## src/rtl/serv_arb_pkg.sv

```systemverilog
// Shared types and defaults for the SERV memory arbiter.
// The FSM encoding here is the one software-visible debug taps expect.
package serv_arb_pkg;

    typedef enum logic [1:0] {
        IDLE = 2'd0,
        IGNT = 2'd1,
        DGNT = 2'd2
    } arb_state_t;

    localparam int unsigned TIMEOUT_DEFAULT = 255;

endpackage

```

## src/rtl/serv_arb_timeout.sv

```systemverilog
// Grant watchdog counter for the SERV memory arbiter.
// Only instantiated when SERV_ARB_TIMEOUT_EN is defined.
module serv_arb_timeout
    import serv_arb_pkg::*;
#(
    parameter int unsigned TIMEOUT = TIMEOUT_DEFAULT
) (
    input  logic i_clk,
    input  logic i_rst,
    input  logic i_clear,
    input  logic i_count,
    output logic o_expired
);

    logic [15:0] cnt_q;
    logic [15:0] cnt_d;

    always_comb begin
        cnt_d = cnt_q;
        if (i_clear) begin
            cnt_d = '0;
        end else if (i_count) begin
            cnt_d = cnt_q + 16'd1;
        end
    end

    always_ff @(posedge i_clk) begin
        if (i_rst) begin
            cnt_q <= '0;
        end else begin
            cnt_q <= cnt_d;
        end
    end

    assign o_expired = (cnt_q == 16'(TIMEOUT - 1));

endmodule

```

## src/rtl/serv_mem_arbiter.sv

```systemverilog
// Two-master (ibus/dbus) to single Wishbone memory arbiter with alternating tie-break.
// Optional grant watchdog enabled by defining SERV_ARB_TIMEOUT_EN.
module serv_mem_arbiter
    import serv_arb_pkg::*;
#(
    parameter int unsigned TIMEOUT = TIMEOUT_DEFAULT
) (
    input  logic        i_clk,
    input  logic        i_rst,
    input  logic [31:0] i_ibus_adr,
    input  logic        i_ibus_cyc,
    output logic [31:0] o_ibus_rdt,
    output logic        o_ibus_ack,
    input  logic [31:0] i_dbus_adr,
    input  logic [31:0] i_dbus_dat,
    input  logic [3:0]  i_dbus_sel,
    input  logic        i_dbus_we,
    input  logic        i_dbus_cyc,
    output logic [31:0] o_dbus_rdt,
    output logic        o_dbus_ack,
    output logic [31:0] o_wb_adr,
    output logic [31:0] o_wb_dat,
    output logic [3:0]  o_wb_sel,
    output logic        o_wb_we,
    output logic        o_wb_cyc,
    input  logic [31:0] i_wb_rdt,
    input  logic        i_wb_ack,
    output logic        o_err
);

    if (TIMEOUT < 2 || TIMEOUT > 65535) begin : g_bad_timeout
        $error("serv_mem_arbiter: TIMEOUT out of range 2..65535");
    end

    arb_state_t  state_q, state_d;
    logic        last_d_q, last_d_d;   // 1 = dbus won the previous grant
    logic [31:0] adr_q, adr_d;
    logic [31:0] dat_q, dat_d;
    logic [3:0]  sel_q, sel_d;
    logic        we_q, we_d;
    logic        grant;
    logic        busy;
    logic        req_cyc;
    logic        timeout_hit;

    assign busy    = (state_q != IDLE);
    assign req_cyc = (state_q == IGNT) ? i_ibus_cyc : i_dbus_cyc;

`ifdef SERV_ARB_TIMEOUT_EN
    logic expired;

    serv_arb_timeout #(
        .TIMEOUT (TIMEOUT)
    ) u_timeout (
        .i_clk     (i_clk),
        .i_rst     (i_rst),
        .i_clear   (grant),
        .i_count   (busy && !i_wb_ack),
        .o_expired (expired)
    );

    assign timeout_hit = busy && req_cyc && !i_wb_ack && expired;
`else
    assign timeout_hit = 1'b0;
`endif

    always_comb begin
        state_d    = state_q;
        last_d_d   = last_d_q;
        adr_d      = adr_q;
        dat_d      = dat_q;
        sel_d      = sel_q;
        we_d       = we_q;
        grant      = 1'b0;
        o_ibus_ack = 1'b0;
        o_dbus_ack = 1'b0;
        case (state_q)
            IDLE: begin
                // On a tie, dbus wins unless it also won last time.
                if (i_dbus_cyc && (!i_ibus_cyc || !last_d_q)) begin
                    state_d  = DGNT;
                    last_d_d = 1'b1;
                    adr_d    = i_dbus_adr;
                    dat_d    = i_dbus_dat;
                    sel_d    = i_dbus_sel;
                    we_d     = i_dbus_we;
                    grant    = 1'b1;
                end else if (i_ibus_cyc) begin
                    state_d  = IGNT;
                    last_d_d = 1'b0;
                    adr_d    = i_ibus_adr;
                    dat_d    = '0;
                    sel_d    = '1;
                    we_d     = 1'b0;
                    grant    = 1'b1;
                end
            end
            IGNT: begin
                if (!i_ibus_cyc) begin
                    state_d = IDLE;
                end else if (i_wb_ack || timeout_hit) begin
                    o_ibus_ack = 1'b1;
                    state_d    = IDLE;
                end
            end
            DGNT: begin
                if (!i_dbus_cyc) begin
                    state_d = IDLE;
                end else if (i_wb_ack || timeout_hit) begin
                    o_dbus_ack = 1'b1;
                    state_d    = IDLE;
                end
            end
            default: state_d = IDLE;
        endcase
    end

    always_ff @(posedge i_clk) begin
        if (i_rst) begin
            state_q  <= IDLE;
            last_d_q <= 1'b0;
            adr_q    <= '0;
            dat_q    <= '0;
            sel_q    <= '0;
            we_q     <= 1'b0;
        end else begin
            state_q  <= state_d;
            last_d_q <= last_d_d;
            adr_q    <= adr_d;
            dat_q    <= dat_d;
            sel_q    <= sel_d;
            we_q     <= we_d;
        end
    end

    assign o_wb_cyc   = busy;
    assign o_wb_adr   = adr_q;
    assign o_wb_dat   = dat_q;
    assign o_wb_sel   = sel_q;
    assign o_wb_we    = we_q;
    assign o_ibus_rdt = timeout_hit ? '0 : i_wb_rdt;
    assign o_dbus_rdt = timeout_hit ? '0 : i_wb_rdt;
    assign o_err      = timeout_hit;

endmodule

```

## config.mk

```make
export PLATFORM = sky130hd
export DESIGN_NAME = serv_mem_arbiter
export DESIGN_NICKNAME = d
export VERILOG_FILES = /design/src/rtl/serv_arb_pkg.sv /design/src/rtl/serv_arb_timeout.sv /design/src/rtl/serv_mem_arbiter.sv
export SDC_FILE = /design/constraint.sdc
export NUM_CORES = 1
export LEC_CHECK = 0
export ABC_AREA = 1
export BUFFER_PORTS_ARGS = -buffer_cell sky130_fd_sc_hd__buf_2
export CAP_MARGIN = 30
export CORE_MARGIN = 2
export CORE_UTILIZATION = 31
export DETAILED_ROUTE_END_ITERATION = 8
export PLACE_DENSITY_LB_ADDON = 0.3
export SYNTH_ARGS = -nofsm -noshare
export SYNTH_HDL_FRONTEND = slang
export SYNTH_SLANG_ARGS = --single-unit
export TNS_END_PERCENT = 5
```

## constraint.sdc

```tcl
create_clock -name i_clk -period 1.55 [get_ports i_clk]
set_clock_uncertainty 0.1 [all_clocks]
set_input_delay 0.155 -clock i_clk [delete_from_list [all_inputs] [get_ports i_clk]]
set_output_delay 0.155 -clock i_clk [all_outputs]
set_load 0.05 [all_outputs]
```

# --- Word level (Yosys, flattened, before mapping) ---
# Cells that the tools add are included.
classes:
  addsub: 0
  n_mul: 0
  n_div: 0
  order_cmp: 0
  eq_ne: 3
  n_shift: 0
  muxes: 20
  bitwise: 0
  reduce_logical: 8
ops:
  columns: ["op", "n"]
  rows:
  - ["$mux W32", 4]
  - ["$mux W2", 5]
  - ["$mux W1", 8]
  - ["$mux W4", 2]
  - ["$pmux W2 S3", 1]
  - ["$reduce_bool A2 Y1", 2]
  - ["$ne A3 B3 Y1 const B", 1]
  - ["$eq A2 B1 Y1 const B", 1]
  - ["$eq A2 B2 Y1 const B", 1]
  - ["$logic_not A1 Y1", 2]
  - ["$logic_not A2 Y1", 1]
  - ["$reduce_and A2 Y1", 1]
  - ["$logic_and A1 B1 Y1", 1]
  - ["$logic_or A1 B1 Y1", 1]
word_totals:
  register_bits: 72
  latchBits: 0
  ramBits: 0
  mem_bits_ro: 0
  in_bits: 138
  output_inout_bits: 137
  elab_cells: 37
  mem_count: 0

# --- Logic depth before layout (Yosys ltp) ---
depth:
  ltp_word: 5
  ltp_mapped: 8

# --- Least setup slack after synthesis ---
# No wires, ideal clock.
synth_timing:
  path_type: "register to output"
  startpoint: "reg state_q[1]"
  endpoint: "out o_dbus_ack"
  arrival_ns: 2.004
  required_time_ns: 1.295
  setup_slack_ns: -0.709
  stages_incl_launch_ff: 3
  n_path_buf: 0
  cell_sequence: "dfxtp_1 -> inv_1 -> nor4_1"
synth_via:
  elab_chain_len: 2
synth_lines:
  columns: ["element", "line_no", "text"]
  rows:
  - ["start, declared", "serv_mem_arbiter.sv:35", "arb_state_t state_q, state_d;"]
  - ["start signal, assigned", "serv_mem_arbiter.sv:127", "state_q <= state_d;"]
  - ["$eq A2 B2 Y1", "serv_mem_arbiter.sv:77", "case (state_q)"]
  - ["$mux W1", "serv_mem_arbiter.sv:77", null]
  - ["end, declared", "serv_mem_arbiter.sv:20", "output logic o_dbus_ack,"]
# No other way between the ends.

# --- Worst setup path in the final report ---
layout_timing:
  startpoint: "reg state_q[0]"
  endpoint: "out o_ibus_ack"
layout_via:
  elab_chain_len: 2
layout_lines:
  columns: ["element", "line_no", "text"]
  rows:
  - ["$eq A2 B1 Y1", "serv_mem_arbiter.sv:77", null]
  - ["$mux W1", "serv_mem_arbiter.sv:77", null]
  - ["end, declared", "serv_mem_arbiter.sv:13", "output logic o_ibus_ack,"]
# No other way between the ends.

==> metrics.md <==
| Metric | Value |
|---|---|
| Violation count after the first detailed-route iteration | slightly below 200 |
| Worst path max stage delay | roughly 370 ps |
| Register area share after synthesis | 0.370 |
| Max_cap viols | 0 |
| Setup ws final | 16.5 ps |
| Final #Nets | 880 |
| CP max stage cell | dfxtp_4 |
| Post-synthesis register bit count | a little over 70 |
| Synthesized area | between 3000 and 4000 sq um |
| Flop-to-flop setup slack | 190 ps |
| Largest net degree at the start of global routing | 66 |
| Storage cell area | around 1400 sq um |
| Detailed Route WL | 10700 microns |
| Commonest non-fill, non-tap cell in the layout | buf_2 |
| Synth cell types | 18 |
| Post-DRT Antenna Nets | 0 |
| WP data required | about 1300 ps |
| 1st-pass router iterations | 4 |
| Diodes inserted | 0 |
| Crit path DAT | approximately 1300 ps |
| Clock-pin slew on the worst setup and hold paths | about 60 ps |
| Clock Sinks | 72 |
| Drt drc | 0 |
| Initial core utilization | 0.321 |
| Die height | between 100 and 150 microns |
| Row count | 40 |
| # port buffers | about 180 |
| Worst skew pair latency | ~340 ps |
| Final Hold Viols | 0 |
| Vias in the first global route | between 3000 and 4000 |
| CTS buffer count | 9 |
| Area of the core | approximately 12000 sq um |
| Final Max Tran Viols | 0 |
| Maximum clock path buffer count | 2 |
| Outcome | finished clean |
| Fmax | about 650 MHz |
| Gr ovfl total | 0 |
| H-tree depth | 3 |
| CP Max Fanout | 4 |
| Via Count | 3913 |
| Critical path endpoint category | output pin |
| Period utilization | 0.989 |
| Fraction of layout cells with a size suffix above 1 | 0.293 |
| Initial antenna violation count | 0 |
| Synth Warn # | 0 |
| Number of fill cells | between 1000 and 1500 |
| Gp weighted congestion | roughly 0.71 |
| Mapped Cells | between 500 and 600 |
| Root Buffer | clkbuf_16 |
| Peak VDD IR | 0.000723 V |
| Share of the synthesized area in the top cell type | 0.370 |
| Vias/cell | approximately 4.3 |
| Synthesis-to-finish area growth | 35.3% |
| Synthesized Nets | about 730 |
| Final setup fails | 0 |
| Synth area leader | dfxtp_1 |
| Placed cell area | 4510 sq um |
| Syn_area_per_cell | 6.54 sq um |
| Post-route cell area | around 5300 sq um |
| Pwr/cell area | roughly 1200 nW/um^2 |
| WL per Instance | roughly 12 microns |
| Area of the multi-input gates | ~1500 sq um |
| Pre-CTS WS | about 130 ps |
| Critical Path, Cell by Cell | inv_4 -> nor4_4 -> buf_6 |
| Startpoint types | flip-flop |
| Dpl hpwl | approximately 7000 microns |
| Hold Path Class | in2reg |
| WS Path Type | reg2out |
| Commonest cells after routing, fill and taps aside | buf_2 (175), nand2_1 (165), nor2_1 (105), dfxtp_1 (70), inv_1 (68) |
| Gr usage total | 0.162 |
| RSZ-0062 raised after global routing | yes |
| Fin crit period | between 1500 and 2000 ps |
| Die X | approximately 120 microns |
| CTS tree | built |
| Global-route wire length before repair | 17300 microns |
| Synth top area cells | dfxtp_1 (37%), nand2_1 (16%), buf_4 (14%) |
| Leak Pwr | approximately 2.8 nW |
| IO Count | 275 |
| Die Area | ~13000 sq um |
[cell type report]
cell class                 count  share of cell area
sequential                    72               0.275
timing repair buffer         234               0.287
tap                          168              0.0398
clock inverter                 5              0.0107
inverter                      70              0.0503
clock buffer                  11              0.0460
multi-input combinational    355               0.291
[routing by layer]
| layer | global-route usage | share of wire | wire, microns | up-vias |
|---|---|---|---|---|
| met5 | 0 | 0 | 0 | - |
| met1 | 0.176 | 0.42 | 4530 | 1683 |
| met2 | 0.278 | 0.46 | 4930 | 159 |
| met3 | 0.0773 | 0.10 | 1080 | 21 |
| li1 | - | - | - | 2050 |
| met4 | 0.0540 | 0.015 | 161 | 0 |
[per-stage QoR]
stage,hold WS [ps],instances,utilization,total power [mW],setup TNS (ps)
after floorplan,190,596,-,3.94,-2590
after global placement,210,855,0.371,4.00,0
after detailed placement,210,855,0.371,4.00,0
after CTS,1.79,915,0.433,6.23,-19.5
after global routing,15.8,915,0.434,6.48,-40.2
final,3.32,915,0.434,6.13,0
[power breakdown]
part	internal [mW]	switching, mW	total, mW
sequential	2.04	0.0900	2.13
clock	1.29	0.797	2.08
combinational	0.606	1.32	1.92
total	3.93	2.20	6.13
[flip-flops by register name, summed over array words and instances, names as in the netlist]
| signal | count |
|---|---|
| o_wb_we | 1 |
| o_wb_sel | 4 |
| o_wb_dat | 32 |
| o_wb_adr | 32 |
| state_q | 2 |
| last_d_q | 1 |
[cell usage after synthesis]
master	count
nand2_2	1
nand3_1	1
clkbuf_1	16
nand2_1	167
buf_4	73
inv_1	69
nor2_1	105
o21bai_1	4
conb_1	1
inv_2	1
buf_2	5
dfxtp_1	72
nand4_1	35
buf_6	5
nor4_1	2
o21ai_0	1
a21oi_1	36
nor2_4	2
[repair_timing]
action,4_1_cts,5_1_grt
hold buffers,42,0
hold endpoints to repair,42,0
setup buffers,2,0
pin swaps,2,1
endpoints found under the setup margin,3,3
gates resized for setup,10,1
[cell families (layout without fill, tap and decap cells)]
logic type	count (synthesis)	count (layout)	synth area share
buffers and inverters	169	320	0.244
other	1	1	0.000962
AND/OR/NAND/NOR	313	313	0.330
flip-flops	72	72	0.370
AO/OA/AOI/OAI	41	41	0.0552
[critical path: cells and delay by family (launching register included)]
family,cells,cell delay [ps]
buffers and inverters,2,250
DFF,1,370
and+or+nand+nor,1,310
[final timing paths]
| kind | endpoint | from | depth (start not counted) |
|---|---|---|---|
| setup / recovery | o_ibus_ack | state_q[0] | 3 |
| hold / removal | o_wb_dat[11] | i_dbus_dat[11] | 3 |
| setup reg to reg | o_wb_adr[25] | state_q[1] | 7 |
| hold reg to reg | o_wb_dat[27] | o_wb_dat[27] | 2 |
No activity file was read; power rests on OpenSTA's default activity.
